### src/rtl/instr_sequencer.sv
// Multi-cycle fetch/decode/execute/memory/writeback controller for the CR16 core.
// Outputs are decoded from the registered state, the latched instruction class and the live inputs.
//
// state     | meaning
// FETCH     | instruction read at PC, IR captured on ready
// DECODE    | latch instruction class, dispatch
// EXECUTE   | ALU result / branch / jump-and-link
// MEM       | data read or write at register operand address
// WRITEBACK | load data written to register file
// HALT      | sticky fault, left only through reset
module instr_sequencer #(
  parameter int unsigned P_MEM_TIMEOUT = 15,
  parameter int unsigned P_TIMER_WIDTH = 4
) (
  input  logic       I_CLK,
  input  logic       I_RESET,
  input  logic       I_ENABLE,
  input  logic [2:0] I_INSTR_CLASS,
  input  logic       I_BRANCH_TAKEN,
  input  logic       I_MEM_READY,
  output logic       O_PC_ENABLE,
  output logic       O_PC_ADDRESS_SELECT,
  output logic       O_IR_LOAD,
  output logic       O_MEM_REQ,
  output logic       O_MEM_WRITE,
  output logic       O_ADDR_SOURCE,
  output logic       O_REG_WRITE,
  output logic       O_HALT,
  output logic [2:0] O_STATE
);

  typedef enum logic [2:0] {
    S_FETCH     = 3'd0,
    S_DECODE    = 3'd1,
    S_EXECUTE   = 3'd2,
    S_MEM       = 3'd3,
    S_WRITEBACK = 3'd4,
    S_HALT      = 3'd5
  } state_t;

  localparam logic [2:0] C_ALU    = 3'd0;
  localparam logic [2:0] C_LOAD   = 3'd1;
  localparam logic [2:0] C_STORE  = 3'd2;
  localparam logic [2:0] C_BRANCH = 3'd3;
  localparam logic [2:0] C_JUMP   = 3'd4;
  localparam logic [2:0] C_NOP    = 3'd5;

  localparam logic [P_TIMER_WIDTH-1:0] TIMEOUT_C = P_TIMER_WIDTH'(P_MEM_TIMEOUT);
  localparam bit TIMEOUT_EN = (P_MEM_TIMEOUT != 0);

  state_t                   state_q, state_d;
  logic [2:0]               class_q;
  logic [P_TIMER_WIDTH-1:0] wait_cnt_q, wait_inc;
  logic                     active, timeout_hit;

  assign active      = I_ENABLE && !I_RESET;
  assign wait_inc    = (wait_cnt_q == '1) ? wait_cnt_q : wait_cnt_q + 1'b1;
  assign timeout_hit = TIMEOUT_EN && (wait_inc >= TIMEOUT_C);

  always_ff @(posedge I_CLK) begin
    if (I_RESET) begin
      state_q    <= S_FETCH;
      class_q    <= C_ALU;
      wait_cnt_q <= '0;
    end else if (I_ENABLE) begin
      state_q <= state_d;
      if (state_q == S_DECODE) class_q <= I_INSTR_CLASS;
      // Counter restarts on every state change so each request gets a full budget.
      if ((state_d != state_q) || (O_MEM_REQ && I_MEM_READY)) wait_cnt_q <= '0;
      else if (O_MEM_REQ)                                     wait_cnt_q <= wait_inc;
    end
  end

  always_comb begin
    state_d             = state_q;
    O_PC_ENABLE         = 1'b0;
    O_PC_ADDRESS_SELECT = 1'b0;
    O_IR_LOAD           = 1'b0;
    O_MEM_REQ           = 1'b0;
    O_MEM_WRITE         = 1'b0;
    O_ADDR_SOURCE       = 1'b0;
    O_REG_WRITE         = 1'b0;
    case (state_q)
      S_FETCH: if (active) begin
        O_MEM_REQ = 1'b1;
        if (I_MEM_READY) begin
          O_IR_LOAD = 1'b1;
          state_d   = S_DECODE;
        end else if (timeout_hit) begin
          state_d = S_HALT;
        end
      end
      S_DECODE: if (active) begin
        case (I_INSTR_CLASS)
          C_ALU, C_BRANCH, C_JUMP: state_d = S_EXECUTE;
          C_LOAD, C_STORE:         state_d = S_MEM;
          C_NOP: begin
            O_PC_ENABLE = 1'b1;
            state_d     = S_FETCH;
          end
          default:                 state_d = S_HALT;
        endcase
      end
      S_EXECUTE: if (active) begin
        O_PC_ENABLE = 1'b1;
        case (class_q)
          C_ALU:    O_REG_WRITE = 1'b1;
          C_BRANCH: O_PC_ADDRESS_SELECT = I_BRANCH_TAKEN;
          C_JUMP: begin
            O_REG_WRITE         = 1'b1;
            O_PC_ADDRESS_SELECT = 1'b1;
          end
          default: ;
        endcase
        state_d = S_FETCH;
      end
      S_MEM: if (active) begin
        O_MEM_REQ     = 1'b1;
        O_ADDR_SOURCE = 1'b1;
        O_MEM_WRITE   = (class_q == C_STORE);
        if (I_MEM_READY) begin
          if (class_q == C_STORE) begin
            O_PC_ENABLE = 1'b1;
            state_d     = S_FETCH;
          end else begin
            state_d = S_WRITEBACK;
          end
        end else if (timeout_hit) begin
          state_d = S_HALT;
        end
      end
      S_WRITEBACK: if (active) begin
        O_REG_WRITE = 1'b1;
        O_PC_ENABLE = 1'b1;
        state_d     = S_FETCH;
      end
      S_HALT: state_d = S_HALT;
      default: state_d = S_FETCH;
    endcase
  end

  assign O_HALT  = (state_q == S_HALT) && !I_RESET;
  assign O_STATE = state_q;

endmodule

### config.mk
export PLATFORM = sky130hd
export DESIGN_NAME = instr_sequencer
export DESIGN_NICKNAME = d
export VERILOG_FILES = /design/src/rtl/instr_sequencer.sv
export SDC_FILE = /design/constraint.sdc
export NUM_CORES = 1
export LEC_CHECK = 0
export ABC_CLOCK_PERIOD_IN_PS = 5000
export CORE_MARGIN = 2
export CORE_UTILIZATION = 53
export DETAILED_ROUTE_END_ITERATION = 10
export GPL_TIMING_DRIVEN = 0
export PLACE_DENSITY = 0.83
export SYNTH_ARGS = -nofsm -noshare
export SYNTH_HDL_FRONTEND = slang
export SYNTH_SLANG_ARGS = --single-unit
### constraint.sdc
create_clock -name I_CLK -period 5 [get_ports I_CLK]
set_input_delay 1 -clock I_CLK [delete_from_list [all_inputs] [get_ports I_CLK]]
set_output_delay 1 -clock I_CLK [all_outputs]
set_load 0.005 [all_outputs]
==> flow_summary.json, run 1 <==
{
  "yosysMostFrequentCell": "a21oi_1",
  "viasPerCell": 6.27,
  "die_height_microns": 44.3,
  "switching_share_pct": 32.0,
  "ir_drop_uv": 166,
  "cts-root-buf": "clkbuf_4",
  "worst-path-buf-inv": 3,
  "cpPeakStageDelay_ns": 0.52,
  "leakagePower_nw": 0.369,
  "ant_nets": 0,
  "areaGrowthSynthToFinish_pct": 26.3,
  "initial_utilization_pct": 57.1,
  "cts_sinks": 10,
  "crit_chain": "clkdlybuf4s50_1 > buf_2 > nand2b_2 > nor2_1 > and3_1 > and2_1 > clkdlybuf4s50_1",
  "max_cap_violations": 0,
  "ys_ff_latch": 10,
  "avgSynthCellArea_sq_um": 7.90,
  "hold_buffers": 0,
  "detailedRoute.firstIterationViolations": 35,
  "syn_area_sq_um": 861,
  "synth_top_area_share_pct": 23.3,
  "cts_made_buffers": 3,
  "power_density_mw_per_mm2": 214,
  "synth_fp_nets": 118,
  "dp_hpwl_microns": 1610,
  "wl_per_cell_microns": 15.8,
  "finalSetupViolations": 0,
  "yosys_warnings": 0,
  "drive_above_1_share_pct": 11.5,
  "fin_crit_sh_pct": 77.9,
  "n_antenna_cell": 0,
  "synthFlopType": "dfxtp_1",
  "num_io_pins": 19,
  "use_met2_pct": 41.2,
  "clkLatencyLatePin_ns": 0.28,
  "drc": 0,
  "finalHoldViolations": 0,
  "place_congestion": 0.841,
  "startpoint_type": "primary input",
  "n_fill_cell": 116,
  "power_frac_clock_pct": 33.7,
  "die_w_microns": 44.3,
  "cp_max_fo": 10,
  "power.net_switching_mw": 0.0743,
  "fin_nets": 140,
  "clockBufferDepth": 2,
  "synth_edf_count": 0,
  "grt_busiest_layer": "met2",
  "yosys-top-cells-area": "dfxtp_1, a21oi_1, nor2_1",
  "synth_common_cells": "a21oi_1, dfxtp_1, nor2_1, inv_1, nand2_1",
  "num_vias": 915,
  "drtPass1Iterations": 4,
  "antenna_found_initial": 0,
  "fmax_ghz": 0.257,
  "worst_path_dominant_cell_family": "buffers and inverters",
  "synthArstFlopShare_pct": 0,
  "grt_pass1_wl_microns": 3750,
  "finClkSkew_ns": 0.000686,
  "grt_use_total_pct": 25.5,
  "dieArea_sq_mm": 0.00196,
  "worstSetupPathType": "in2out",
  "worstRegToRegCells": 7,
  "hold_class": "reg2reg",
  "final_util_pct": 72.2,
  "comb_power_share_pct": 27.0,
  "rows": 14,
  "hold_path_depth": 2,
  "seq_power_share_pct": 39.3,
  "synthCells": 109,
  "worst_pin_slew_ns": 0.487,
  "crit_path_frequent_cell": "clkdlybuf4s50_1",
  "htreeDepth": 1,
  "clkTransAtPathRegs_ns": 0.08,
  "tritoncts": "built",
  "min_period_ns": 3.89,
  "coreArea_sq_mm": 0.00151,
  "cp.required_ns": 4.00,
  "use_met1_pct": 35.2,
  "post_cts_buffers": 0,
  "grt_pass1_vias": 866,
  "p_int_mw": 0.158,
  "drv_slew": 0,
  "ctsResizeCount": 0,
  "cp.depth": 7,
  "met3_usage_pct": 2.45,
  "worstPathArrival_ns": 2.89,
  "rsz0062_at_grt": "false",
  "synth.distinct_cells": 45,
  "tns_ns": 0,
  "port_buffers": 17,
  "slew_headroom_pct": 67.5,
  "synth.largest_area_cell": "dfxtp_1",
  "status": "finished, final reports clean",
  "wirelength_microns": 2300,
  "crit_slowest_cell": "clkdlybuf4s50_1",
  "gr-total-overflow": 0,
  "grt_max_degree": 11,
  "ys_seq_area_share_pct": 23.3,
  "end_kind": "primary output"
}
## cells by family (layout without fill, tap and decap cells)
logic type,count (synthesis),after routing,share of synthesized area (%)
AND/OR/NAND/NOR,48,48,34.2
AO/OA/AOI/OAI,32,32,27.0
buffers and inverters,12,33,6.69
flip-flops,10,10,23.3
XOR/XNOR,3,3,3.93
multiplexers,3,3,3.49
adder cells (fa/ha/maj),1,1,1.45
## power by group through the flow
stage	Sequential [mW]	Clock [mW]	Combinational, mW
6_report	0.0913	0.0783	0.0627
5_1_grt	0.0920	0.0804	0.0684
4_1_cts	0.0911	0.0763	0.0620
3_5_place_dp	0.0930	0	0.0613
3_3_place_gp	0.0924	0	0.0591
2_1_floorplan	0.0912	0	0.0408
## through the flow
step                      hold slack (ns)  setup slack [ns]  power, mW  cells  cell area, sq um
final                               0.550              1.11      0.232    146              1090
after global routing                0.568              1.00      0.241    146              1090
after CTS                           0.552              1.13      0.229    146              1090
after detailed placement            0.535              1.14      0.154    142              1050
after global placement              0.520              1.15      0.152    142              1050
after floorplan                     0.500              2.09      0.132    109               861
## layer usage
| layer | part of all wire [%] | routed length (microns) |
|---|---|---|
| met1 | 47 | 1090 |
| met2 | 46 | 1070 |
| met3 | 5.6 | 130 |
| met4 | 0.61 | 14 |
| met5 | 0 | 0 |
## worst reg2reg max path, cell delays in order, from the launching register on
cell	delay [ns]
dfxtp_1	0.42
ha_1	0.34
xnor2_1	0.16
o21ai_1	0.14
a211oi_1	0.31
o211a_4	0.24
or4b_1	0.45
o311ai_1	0.08
## sequential cells by signal, summed over array words and instances, names as in the netlist
signal / count
O_STATE: 3
class_q: 3
wait_cnt_q: 4
## final timing paths
check | startpoint | to | slack, ns
setup / recovery | I_ENABLE | O_MEM_WRITE | 1.11
hold / removal | class_q[2] | class_q[2] | 0.55
setup reg to reg | wait_cnt_q[1] | wait_cnt_q[0] | 2.76
hold reg to reg | class_q[2] | class_q[2] | 0.55
## layout make-up
| cell class | count | area [sq um] | area share [%] |
|---|---|---|---|
| inverters | 5 | 18.8 | 1.73 |
| repair buffers | 17 | 170 | 15.7 |
| flip-flops and latches | 10 | 200 | 18.4 |
| plain buffers | 7 | 38.8 | 3.57 |
| clock buffers | 4 | 36.3 | 3.34 |
| multi-input cells | 87 | 603 | 55.5 |
| well taps | 16 | 20.0 | 1.84 |
## cells in the final DEF (no fill, tap or decap), types with 2 or more instances in the layout
cell and n:
mux2i_1 3, a31oi_1 2, o21ai_1 2, nand3b_1 2, nor3b_1 2, a21oi_1 11, clkdlybuf4s50_1 17, inv_1 5
o21ai_0 3, clkbuf_4 3, nand2b_1 4, nand2_1 5, a311oi_1 3, dfxtp_1 10, nor3_1 4, xnor2_1 2
nor4_1 3, nor2_1 10, a211oi_1 2, clkbuf_1 4, nor2b_1 2, nand3_1 2, nand4_1 4
No activity file was read; power rests on OpenSTA's default activity.
==> inputs of run 2 (changes only) <==
Settings changed: ABC_CLOCK_PERIOD_IN_PS 5000 to 3900, CORE_UTILIZATION 53 to 49, PLACE_DENSITY 0.83 to 0.78.
Clock period 5 ns to 3.9 ns, I/O delays scaled along.
==> flow_summary.json, run 2 (same netlist as run 1, synthesis figures left out) <==
{
  "status": "finished, final reports clean",
  "layout_commonest_cell": "clkdlybuf4s50_1",
  "drtPass1Iterations": 4,
  "cts_made_buffers": 3,
  "die_w_microns": 45.9,
  "port_buffers": 17,
  "cts_sinks": 10,
  "end_kind": "primary output",
  "max_cap_violations": 0,
  "clkLatencyLatePin_ns": 0.28,
  "startpoint_type": "primary input",
  "crit_path_frequent_cell": "clkdlybuf4s50_1",
  "hold_class": "reg2reg",
  "drive_above_1_share_pct": 11.5,
  "ctsResizeCount": 0,
  "power_density_mw_per_mm2": 273,
  "multi_input_area_sq_um": 603,
  "grt_pass1_vias": 760,
  "n_antenna_cell": 0,
  "dp_hpwl_microns": 1580,
  "dp.cells": 143,
  "crit_slowest_cell": "clkdlybuf4s50_1",
  "clockBufferDepth": 2,
  "met3_usage_pct": 5.16,
  "die_height_microns": 45.9,
  "rsz0062_at_grt": "false",
  "ff_latch_area_sq_um": 200,
  "rows": 15,
  "grt_busiest_layer": "met2",
  "detailedRoute.firstIterationViolations": 44,
  "switching_share_pct": 31.9,
  "fin_crit_sh_pct": 87.5,
  "total_power_mw": 0.298,
  "grt_max_degree": 11,
  "worst_slack_ns": 0.487,
  "min_period_ns": 3.41,
  "whs_ns": 0.548,
  "power_frac_clock_pct": 34.5,
  "wl_per_cell_microns": 14.5,
  "worstSetupPathType": "in2out",
  "initial_utilization_pct": 51.0,
  "hold_path_depth": 2,
  "cpPeakStageDelay_ns": 0.57,
  "finalSetupViolations": 0,
  "worst_pin_slew_ns": 0.468,
  "antenna_found_initial": 0,
  "stdcell_area_sq_mm": 0.00109,
  "coreArea_sq_mm": 0.00169,
  "largest_register_ffs": 4,
  "post_cts_buffers": 0,
  "hold_buffers": 0,
  "num_vias": 894,
  "fmax_ghz": 0.293,
  "fin_nets": 140,
  "viasPerCell": 6.08,
  "slew_headroom_pct": 68.8,
  "comb_power_share_pct": 26.4,
  "gr-total-overflow": 0,
  "tritoncts": "built",
  "clkTransAtPathRegs_ns": 0.07,
  "cts-root-buf": "clkbuf_4",
  "areaGrowthSynthToFinish_pct": 26.5,
  "worstRegToRegCells": 7,
  "crit_chain": "clkdlybuf4s50_1 > or3b_1 > buf_6 > nor4_1 > clkdlybuf4s50_1",
  "use_met1_pct": 31.2,
  "ant_nets": 0,
  "power.net_switching_mw": 0.0951,
  "ir_drop_uv": 187,
  "final_cell_mix": "clkdlybuf4s50_1, a21oi_1, dfxtp_1, nor2_1",
  "finClkSkew_ns": 0.00866,
  "worstPathArrival_ns": 2.63,
  "regMostFlops": "wait_cnt_q",
  "drc": 0,
  "fin_cells": 147,
  "cp.required_ns": 3.12,
  "wirelength_microns": 2130,
  "place_congestion": 0.852,
  "final_util_pct": 64.4,
  "drv_slew": 0,
  "pre_cts_ws_ns": 0.495,
  "p_int_mw": 0.203,
  "leakagePower_nw": 0.369,
  "finalHoldViolations": 0,
  "htreeDepth": 1,
  "dieArea_sq_mm": 0.00211,
  "place_area_sq_mm": 0.00105,
  "use_met2_pct": 33.6,
  "seq_power_share_pct": 39.2,
  "grt_pass1_wl_microns": 3440,
  "cp_max_fo": 6,
  "num_io_pins": 19,
  "grt_use_total_pct": 22.3,
  "n_fill_cell": 148,
  "tns_ns": 0
}
[run 2: worst max-delay path: cells and delay by family]
family	cells	cell delay, ns
simple gates	2	0.64
buf+inv	3	1.22
[run 2: power by group through the flow]
| stage | Sequential, mW | Combinational, mW | Clock (mW) |
|---|---|---|---|
| 5_1_grt | 0.118 | 0.0871 | 0.107 |
| 3_5_place_dp | 0.119 | 0.0774 | 0 |
| 2_1_floorplan | 0.117 | 0.0523 | 0 |
| 3_3_place_gp | 0.119 | 0.0761 | 0 |
| 6_report | 0.117 | 0.0785 | 0.103 |
| 4_1_cts | 0.117 | 0.0782 | 0.101 |
[run 2: area by class of cell]
type | count | area share (%)
plain buffers | 7 | 3.56
clock buffers | 4 | 3.33
inverters | 5 | 1.72
multi-input cells | 87 | 55.4
flip-flops and latches | 10 | 18.4
well taps | 17 | 1.95
repair buffers | 17 | 15.6
[run 2: metal layers]
layer / share of wire, % / wire [microns]
met1: 48 / 1020
met2: 46 / 989
met3: 4.6 / 98
met4: 0.85 / 18
met5: 0 / 0
[run 2: worst paths after layout]
kind                                    start             endpoint  slack [ns]
worst max-delay path                 I_ENABLE  O_PC_ADDRESS_SELECT        0.49
worst min-delay path            wait_cnt_q[1]        wait_cnt_q[1]        0.55
worst max register to register  wait_cnt_q[1]        wait_cnt_q[0]        1.77
worst min register to register  wait_cnt_q[1]        wait_cnt_q[1]        0.55
